## src/rtl/pipe_ctrl.sv

```systemverilog
// pipe_ctrl: central pipeline controller for the 5-stage MIPS core.
// Merges per-stage stall requests into the stall vector (PC, IF, ID, EX,
// MEM, WB = bits 0..5), turns MEM-stage exceptions / ERET into a flush plus
// PC redirect, defers the redirect while an instruction fetch is still
// outstanding, and counts stalled cycles for performance analysis.
//
// Handshake note: there is no valid/ready pair here. A stall bit set means
// "hold this register on the coming edge"; flush_o and redirect_o act on the
// same edge they are observed, so every output is combinational (Mealy).
module pipe_ctrl #(
    parameter logic [31:0] INT_VECTOR = 32'h0000_0020,
    parameter logic [31:0] EXC_VECTOR = 32'h0000_0040,
    parameter logic [31:0] ERET_CODE  = 32'h0000_000e
) (
    input  logic        clk,
    input  logic        rst,
    input  logic        stallreq_if_i,
    input  logic        stallreq_id_i,
    input  logic        stallreq_ex_i,
    input  logic        stallreq_mem_i,
    input  logic [31:0] excepttype_i,
    input  logic [31:0] cp0_epc_i,
    output logic [5:0]  stall_o,
    output logic        flush_o,
    output logic        redirect_o,
    output logic [31:0] new_pc_o,
    output logic [31:0] stall_cnt_o
);

    typedef enum logic {
        RUN  = 1'b0,
        PEND = 1'b1
    } state_t;

    state_t      state;
    state_t      next_state;
    logic [31:0] pend_pc;
    logic [31:0] stall_cnt;
    logic [31:0] target;
    logic        pend_load;

    // Redirect target for the exception currently presented by MEM.
    always_comb begin
        target = EXC_VECTOR;
        if (excepttype_i == 32'h0000_0001) begin
            target = INT_VECTOR;
        end else if (excepttype_i == ERET_CODE) begin
            target = cp0_epc_i;
        end
    end

    // Next-state and Mealy outputs; everything is held at 0 while in reset.
    always_comb begin
        next_state = state;
        stall_o    = 6'b000000;
        flush_o    = 1'b0;
        redirect_o = 1'b0;
        new_pc_o   = 32'h0;
        pend_load  = 1'b0;
        if (!rst) begin
            case (state)
                RUN: begin
                    if (excepttype_i != 32'h0) begin
                        flush_o = 1'b1;
                        if (stallreq_if_i) begin
                            // Fetch still on the bus: hold PC/IF and remember the target.
                            stall_o    = 6'b000011;
                            pend_load  = 1'b1;
                            next_state = PEND;
                        end else begin
                            redirect_o = 1'b1;
                            new_pc_o   = target;
                        end
                    end else if (stallreq_mem_i) begin
                        stall_o = 6'b011111;
                    end else if (stallreq_ex_i) begin
                        stall_o = 6'b001111;
                    end else if (stallreq_id_i) begin
                        stall_o = 6'b000111;
                    end else if (stallreq_if_i) begin
                        stall_o = 6'b000011;
                    end
                end
                PEND: begin
                    // Pipeline is already flushed; only the fetch bus matters.
                    if (stallreq_if_i) begin
                        stall_o = 6'b000011;
                    end else begin
                        redirect_o = 1'b1;
                        new_pc_o   = pend_pc;
                        flush_o    = 1'b1;
                        next_state = RUN;
                    end
                end
                default: begin
                    next_state = RUN;
                end
            endcase
        end
    end

    // State, pending target and stall-cycle counter.
    always_ff @(posedge clk) begin
        if (rst) begin
            state     <= RUN;
            pend_pc   <= 32'h0;
            stall_cnt <= 32'h0;
        end else begin
            state <= next_state;
            if (pend_load) begin
                pend_pc <= target;
            end
            if (stall_o[0]) begin
                stall_cnt <= stall_cnt + 32'h1;
            end
        end
    end

    assign stall_cnt_o = stall_cnt;

endmodule

```

## config.mk

```make
export PLATFORM = sky130hd
export DESIGN_NAME = pipe_ctrl
export DESIGN_NICKNAME = d
export VERILOG_FILES = /design/src/rtl/pipe_ctrl.sv
export SDC_FILE = /design/constraint.sdc
export NUM_CORES = 1
export LEC_CHECK = 0
export ABC_CLOCK_PERIOD_IN_PS = 2500
export CAP_MARGIN = 0
export CELL_PAD_IN_SITES_DETAIL_PLACEMENT = 0
export CELL_PAD_IN_SITES_GLOBAL_PLACEMENT = 1
export CORE_MARGIN = 2
export CORE_UTILIZATION = 31
export CTS_CLUSTER_DIAMETER = 30
export DETAILED_ROUTE_END_ITERATION = 7
export PLACE_DENSITY_LB_ADDON = 0.1
export SYNTH_ARGS = -nofsm -noshare
export SYNTH_HDL_FRONTEND = slang
export SYNTH_SLANG_ARGS = --single-unit
```

## constraint.sdc

```tcl
create_clock -name clk -period 2.5 [get_ports clk]
set_clock_uncertainty 0.05 [all_clocks]
set_input_delay 0.375 -clock clk [delete_from_list [all_inputs] [get_ports clk]]
set_output_delay 0.375 -clock clk [all_outputs]
set_load 0.005 [all_outputs]
```

; ---- Word level (Yosys, flattened, before mapping)
; Cells that the tools add are included.
[word_totals]
ff_bits = 65
in_bits = 70
[op_classes]
add_sub_neg = 1
n_eq_ne = 2
muxes = 26
bitwise = 1
n_reduce_logical = 1
[op_table]
columns = operator, count
row1 = 32-bit two-way mux, 6
row2 = 32-bit case mux with 2 select lines, 1
row3 = "32-bit by 1-bit adder with 32-bit output, second input constant", 1
row4 = "32-bit by 1-bit == test with 1-bit output, second input constant", 1
row5 = "32-bit by 4-bit == test with 1-bit output, second input constant", 1
row6 = 32-bit nonzero test, 1
row7 = 6-bit two-way mux, 5
row8 = 6-bit case mux with 2 select lines, 1
row9 = 1-bit two-way mux, 9
row10 = 1-bit case mux with 2 select lines, 3
row11 = 2-bit two-way mux, 1
row12 = 1-bit inverter, 1

; ---- Depth between registers and ports, before layout
; Gate-level depths: netlist of the first run.
[logic_depth]
word_depth = 7
mapped_depth = 8

; ---- Least setup slack after synthesis of the first run
; Ideal clock, no wire load.
[synth_timing]
path_kind = input-to-output
from = input port excepttype_i[6]
to = output port new_pc_o[0]
t_arrival_ps = 1889
t_required_ps = 2075
setup_slack_ps = 186
cell_stages = 7
path_buffers = 2
path_cell_list = nor4_1 > and4_1 > clkbuf_1 > nand2_1 > nor2_1 > clkbuf_1 > a32o_1
[synth_via]
elab_chain_cells = 7
elab_cells_between_ends = 9
cone_classes = eq/ne: 2 / mux: 6 / reduce/logical: 1
[synth_rtl]
columns = item, line
row1 = from (decl), 21  ; input logic [31:0] excepttype_i,
row2 = 32-bit by 4-bit == test with 1-bit output, 47  ; end else if (excepttype_i == ERET_CODE) begin
row3 = 32-bit two-way mux, 47
row4 = 32-bit two-way mux, 45  ; if (excepttype_i == 32'h0000_0001) begin
row5 = 32-bit two-way mux, 65  ; if (stallreq_if_i) begin
row6 = 32-bit two-way mux *, 63  ; if (excepttype_i != 32'h0) begin
row7 = 32-bit case mux with 2 select lines *, 61  ; case (state)
row8 = 32-bit two-way mux *, 60  ; if (!rst) begin
row9 = to (decl), 26  ; output logic [31:0] new_pc_o,
; Every way passes the cells marked *; elsewhere a longest branch is shown, timed or not.

; ---- Worst setup path in the final report of the first run
[layout_timing]
from = input port excepttype_i[11]
to = output port new_pc_o[15]
; The elaborated chain is that of the path after synthesis.

==> impl_results.md, run 1 <==
- I/O Buffers: between 100 and 150
- Post-synth top area cell: dfxtp_1
- Slowest cell delay on critical path: 280 ps
- PwrDens: 476 nW/um^2
- Critical path, cell by cell: buf_6 -> nor4_4 -> and4_4 -> buf_6 -> and2_4 -> a211oi_4 -> buf_12 -> buf_8 -> a32o_1 -> buf_2
- Final setup vio count: 0
- Data arrival, critical path: 2030 ps
- Post-synthesis sequential area ratio: 36.9%
- Fmax: 407 MHz
- Cell count after synthesis: approximately 400
- CTS sink cnt: 65
- Async set-or-reset flop fraction in the synthesized netlist: 0%
- Slew headroom: between 50% and 60%
- Syn nets: ~470
- Die height: 111 um
- Crit path max-delay cell type: and4_4
- Share of cells above drive strength 1: about 31%
- Largest net degree at the start of global routing: 60
- Post-synthesis cell area: 3530 um^2
- DRC Markers: 0
- Crit Path Category: in2out
- Status: finished clean
- Layout overhead on the synthesized area: 61.8%
- Worst slack at placement: -610 ps
- Top cell type's share of synthesized area: 36.9%
- Period minus WS final: 2450 ps
- Hpwl dp: 7760 um
- Slew Viols, Final: 0
- Total of max-cap violations: 0
- Post-route clock period utilization: slightly below 100%
- Worst-Margin Slew: 627 ps
- Final GP Congestion: 0.747
- Number of CTS-inserted buffers: 9
- CP top delay family: simple AND/OR/NAND/NOR gates
- Initial antenna violation count: 1
- Worst Setup Slack, final: 45.2 ps
- Count of non-filler cells in the finished layout: 710
- Clk_lat worst skew: 330 ps
- Distinct cells, synth: 44
- Worst vdd ir: 0.000230 V
- I/O pins: around 140
- Initial Util: 32.1%
- Vias post-DR: between 3000 and 4000
- Static leakage: 2.22 nW
- CP Launch Type: input pin
- Root Driver: clkbuf_16
- Unrepaired setup endpoints after global routing: true
- Endpoints failing hold: 0
- Tot Pwr: between 2 and 3 mW
- Core area: 11000 um^2
- Core Util, Final: 52.0%
- Top cells by area, synth: dfxtp_1, a32o_1, a31o_2
- DRT antenna net count: 0
- DR WL/cell: around 16 um
- Global route total overflow: 0
- WHS: 464 ps
- Worst-path fanout max: 5
- Placement Cell Area: between 5000 and 6000 um^2
- Setup_tns: 0 ps
- Vias per cell: 5.43
- Rows: 38
- Die footprint: around 12000 um^2
- Top FF cell, synth: dfxtp_1
- Final Cell Area: 5710 um^2
- Cells after DPL: 680
- Most frequent CP cell: buf_6
- H-tree depth: 3
- Final nets: between 600 and 700
- Final wirelength: 11700 um
- Die width: 111 um
- Iter 0 DRT Violations: between 100 and 150
- Yosys warnings: 0
- HP Class: reg2reg
- Clock buffer depth: 2
- First-pass GRT wire length: 19000 um
- CTS tree: yes
- #FFs+latches synth: 65
- Mapped Avg Cell Area: 8.81 um^2
- Vias in the first global route: around 3800
- Drt pass-1 iters: 4
- Clock-pin slew of the registers on the worst-case setup and hold paths: 50 ps
- Critical path buffers and inverters: 5
- Crit path capture type: primary output
- Overall routing resource usage: a little under a fifth
- Critical path required time: 2080 ps
- Post-synth EDFFs: 0
==> logic make-up (layout without fill, tap and decap cells) <==
group | after synthesis | count (layout) | synth area share (%)
compound gates | 117 | 117 | 25.9
xor+xnor | 1 | 1 | 0.248
fa+ha+maj | 1 | 1 | 0.354
buf+inv | 42 | 210 | 4.89
flops | 65 | 65 | 36.9
mux | 14 | 14 | 4.43
other cells | 1 | 2 | 0.106
simple gates | 160 | 160 | 27.2
==> layout make-up <==
| class | count | area, um^2 |
|---|---|---|
| fill | 1049 | 5270 |
| multi-input combinational | 294 | 2170 |
| timing repair buffer | 189 | 1710 |
| sequential | 65 | 1300 |
| clock buffer | 13 | 270 |
| tap | 140 | 175 |
| clock inverter | 2 | 60.1 |
| inverter | 6 | 22.5 |
| antenna | 1 | 2.50 |
==> state kept, by name, summed over array words and instances (netlist names) <==
name	flops
pend_pc	32
stall_cnt_o	32
state	1
==> Yosys cell counts, types with 2 or more instances <==
cell type	instances
a31o_2	30
or4_1	9
a22o_1	2
a211oi_1	2
mux2_2	13
nand2_1	12
o31ai_1	9
nand3_1	17
buf_4	2
dfxtp_1	65
nor4_1	10
buf_1	2
and4_1	2
nor3b_1	33
a21o_1	3
a32o_1	30
clkbuf_1	31
and3_1	9
nor2b_1	12
or3_1	7
o21ai_0	7
nor2_1	26
nor3_1	4
nand4_1	10
inv_1	6
a21oi_1	30
==> path summary, 6_finish.rpt <==
kind                    startpoint              end  slack, ps  cells after the start
hold reg to reg    stall_cnt_o[10]  stall_cnt_o[10]        460                      2
setup / recovery  excepttype_i[11]     new_pc_o[15]         50                     10
setup reg to reg    stall_cnt_o[3]  stall_cnt_o[20]        220                      6
hold / removal     stall_cnt_o[10]  stall_cnt_o[10]        460                      2
==> worst min-delay path, cell delays in order (launching register included) <==
cell and delay, ps:
dfxtp_1 330, o31ai_1 70, a21oi_1 60
==> what timing repair did <==
action | 4_1_cts | 5_1_grt
resized for setup | 184 | 39
setup endpoints to repair | 39 | 28
gates cloned | 4 | 1
setup buffers | 10 | 2
pin swaps | 19 | 13
hold buffers | 0 | 0
==> report_power, final <==
part	internal [mW]	switching [mW]	leakage [nW]
clock network	0.950	0.455	0.162
registers	1.04	0.00770	0.524
logic	0.143	0.121	1.53
total	2.14	0.584	2.22
==> placed cells by master (no fill, tap or decap), types with 4 or more instances in the layout <==
cell / n
dfxtp_1: 65
nor4_2: 7
clkbuf_2: 13
o21ai_0: 7
mux2_2: 13
buf_2: 29
a21oi_1: 30
clkdlybuf4s50_1: 67
nand4_1: 10
a31o_2: 30
inv_1: 6
nor2_1: 24
clkbuf_16: 10
buf_4: 34
dlygate4sd2_1: 15
clkdlybuf4s15_1: 10
nor3b_1: 32
or3_1: 7
nand2_1: 11
o31ai_1: 9
nor2b_1: 12
a32o_1: 28
nor3_1: 4
or4_1: 9
and3_1: 8
nand3_1: 16
buf_6: 9
buf_12: 6
==> routing by layer <==
layer  up-vias  part of all wire [%]  global-route usage [%]  routed length [um]
met1      1838                    46                    23.1                5320
met3        14                   5.4                    4.98                 633
met2       114                    48                    31.5                5560
met5         -                     0                       0                   0
li1       1890                     -                       -                   -
met4         0                   1.3                    7.25                 152
Note: power is estimated with default switching activity, not from simulation.
==> run 2, diff against run 1 <==
--- a/config.mk
+++ b/config.mk
@@ -11,8 +11,10 @@
 export CELL_PAD_IN_SITES_GLOBAL_PLACEMENT = 1
 export CORE_MARGIN = 2
 export CORE_UTILIZATION = 31
+export CTS_BUF_LIST = sky130_fd_sc_hd__clkbuf_16
 export CTS_CLUSTER_DIAMETER = 30
 export DETAILED_ROUTE_END_ITERATION = 7
+export MAX_ROUTING_LAYER = met4
 export PLACE_DENSITY_LB_ADDON = 0.1
 export SYNTH_ARGS = -nofsm -noshare
 export SYNTH_HDL_FRONTEND = slang
==> run 2 against run 1 <==
Against the previous run: sequential power barely moved; combinational power about the same; register-to-register slack about the same; wire length decreased by 1.1%.
==> impl_results.md, run 2 (same netlist as run 1, synthesis figures left out) <==
- Die width: 111 um
- Total of max-cap violations: 0
- Largest net degree at the start of global routing: 60
- Layout overhead on the synthesized area: 61.0%
- Endpoints failing hold: 0
- Hold depth: 2
- Slew headroom: 58.5%
- CP top delay family: simple AND/OR/NAND/NOR gates
- CP Launch Type: input pin
- CTS tree: yes
- Status: finished clean
- HP Class: reg2reg
- First-pass GRT wire length: between 15000 and 20000 um
- Vias per cell: 5.42
- Slowest cell delay on critical path: 280 ps
- Vias post-DR: 3846
- Placement Cell Area: 5300 um^2
- Root Driver: clkbuf_16
- Die height: 111 um
- Overall routing resource usage: about a fifth
- Final wirelength: about 12000 um
- Critical path buffers and inverters: 5
- Critical path, cell by cell: buf_6 -> nor4_4 -> and4_4 -> buf_6 -> and2_4 -> buf_4 -> buf_4 -> nand3_2 -> nor3b_2 -> dlygate4sd2_1
- Die footprint: ~12000 um^2
- I/O pins: around 140
- Worst vdd ir: 0.000310 V
- Area of the multi-input gates: 2170 um^2
- I/O Buffers: 140
- Slew Viols, Final: 0
- Global route total overflow: 0
- Final nets: 636
- Static leakage: ~2.2 nW
- Clk_lat worst skew: 330 ps
- Layout fillers: 1054
- PwrDens: 460 nW/um^2
- CTS sink cnt: 65
- WHS: around 460 ps
- H-tree depth: 3
- Core area: 11000 um^2
- Final GP Congestion: approximately 0.76
- Fmax: 408 MHz
- Clock buffer depth: 2
- CP startpoint: excepttype_i[11]
- Drt pass-1 iters: 4
- Core Util, Final: between 50 and 60%
- Most frequent cells in the layout: clkdlybuf4s50_1, dfxtp_1, buf_4, nor3b_1
- Tot Pwr: 2.61 mW
- Worst hold start: stall_cnt_o[10]
- Unrepaired setup endpoints after global routing: true
- DRC Markers: 0
- Count of non-filler cells in the finished layout: 710
- Share of cells above drive strength 1: 29.7%
- Post-route clock period utilization: a little over nine tenths
- Clock-pin slew of the registers on the worst-case setup and hold paths: 60 ps
- Setup_tns: 0 ps
- Iter 0 DRT Violations: 108
- Cells after DPL: 680
- Data arrival, critical path: 2020 ps
- Crit Path Category: in2out
- Vias in the first global route: about 3800
- Worst Setup Slack, final: 50.5 ps
- Reg2reg end: stall_cnt_o[20]
- DR WL/cell: 16.2 um
- Rows: 38
- Hpwl dp: 7760 um
- Initial Util: 32.1%
- FF/Latch Area: 1300 um^2
- Hold Path Sink: stall_cnt_o[10]
- Critical path required time: 2080 ps
- Period minus WS final: 2450 ps
- Reg2reg start: stall_cnt_o[3]
- Worst-Margin Slew: 623 ps
- DRT antenna net count: 0
- Final Cell Area: around 5700 um^2
- Number of CTS-inserted buffers: 9
- R2R setup slack: 210 ps
- Final setup vio count: 0
- Commonest non-fill, non-tap cell in the layout: clkdlybuf4s50_1
- Crit path max-delay cell type: and4_4
- Crit path capture type: primary output
- Worst R2R Path Depth: 6
- Initial antenna violation count: 1
- Worst slack at placement: -610 ps
- Worst-path fanout max: 3
[run 2: cell count changes in the layout (fill, tap and decap cells not counted), sizes merged]
cell           change
clkdlybuf4s15      +3
inv                +1
clkinv             +3
buf                -2
dlygate4sd2        -1
clkbuf             -4
[run 2: final cells by class]
cell class / instances / share of cell area, %
Antenna cell: 1 / 0.0440
Clock buffer: 9 / 3.96
Clock inverter: 6 / 1.32
Inverter: 6 / 0.396
Multi-Input combinational cell: 294 / 38.1
Sequential cell: 65 / 22.9
Tap cell: 140 / 3.08
Timing Repair Buffer: 189 / 30.2
[run 2: worst register-to-register path, delay by kind of cell, from the launching register on]
family	cells	cell delay [ps]
AO/OA/AOI/OAI	1	190
buffers and inverters	1	230
flip-flops	1	460
multiplexers	1	340
AND/OR/NAND/NOR	3	900
[run 2: worst max-delay path by stage]
stage | end | slack (ps) | cells after the start
after detailed placement | new_pc_o[8] | -610 | 8
after global routing | stall_o[3] | -30 | 9
final | stall_o[4] | 50 | 10
after CTS | new_pc_o[28] | -250 | 9
after global placement | new_pc_o[8] | -630 | 8
after floorplan | new_pc_o[0] | 190 | 7
[run 2: layer usage]
layer	GRT usage, %	vias up	wire, um
met2	31.4	120	5500
li1	-	1892	-
met3	4.48	15	688
met1	23.4	1819	5170
met4	6.42	0	172
met5	-	-	0
[run 2: what timing repair did]
| action | 4_1_cts | 5_1_grt |
|---|---|---|
| endpoints found under the setup margin | 39 | 28 |
| pin swaps | 19 | 11 |
| cloned | 4 | 1 |
| hold buffers | 0 | 0 |
| setup buffers | 10 | 2 |
| resized for setup | 184 | 33 |
[run 2: report_power, final]
group          switching [mW]  internal, mW  total [mW]
Clock                   0.446         0.853        1.30
Combinational           0.120         0.144       0.264
Sequential            0.00768          1.04        1.05
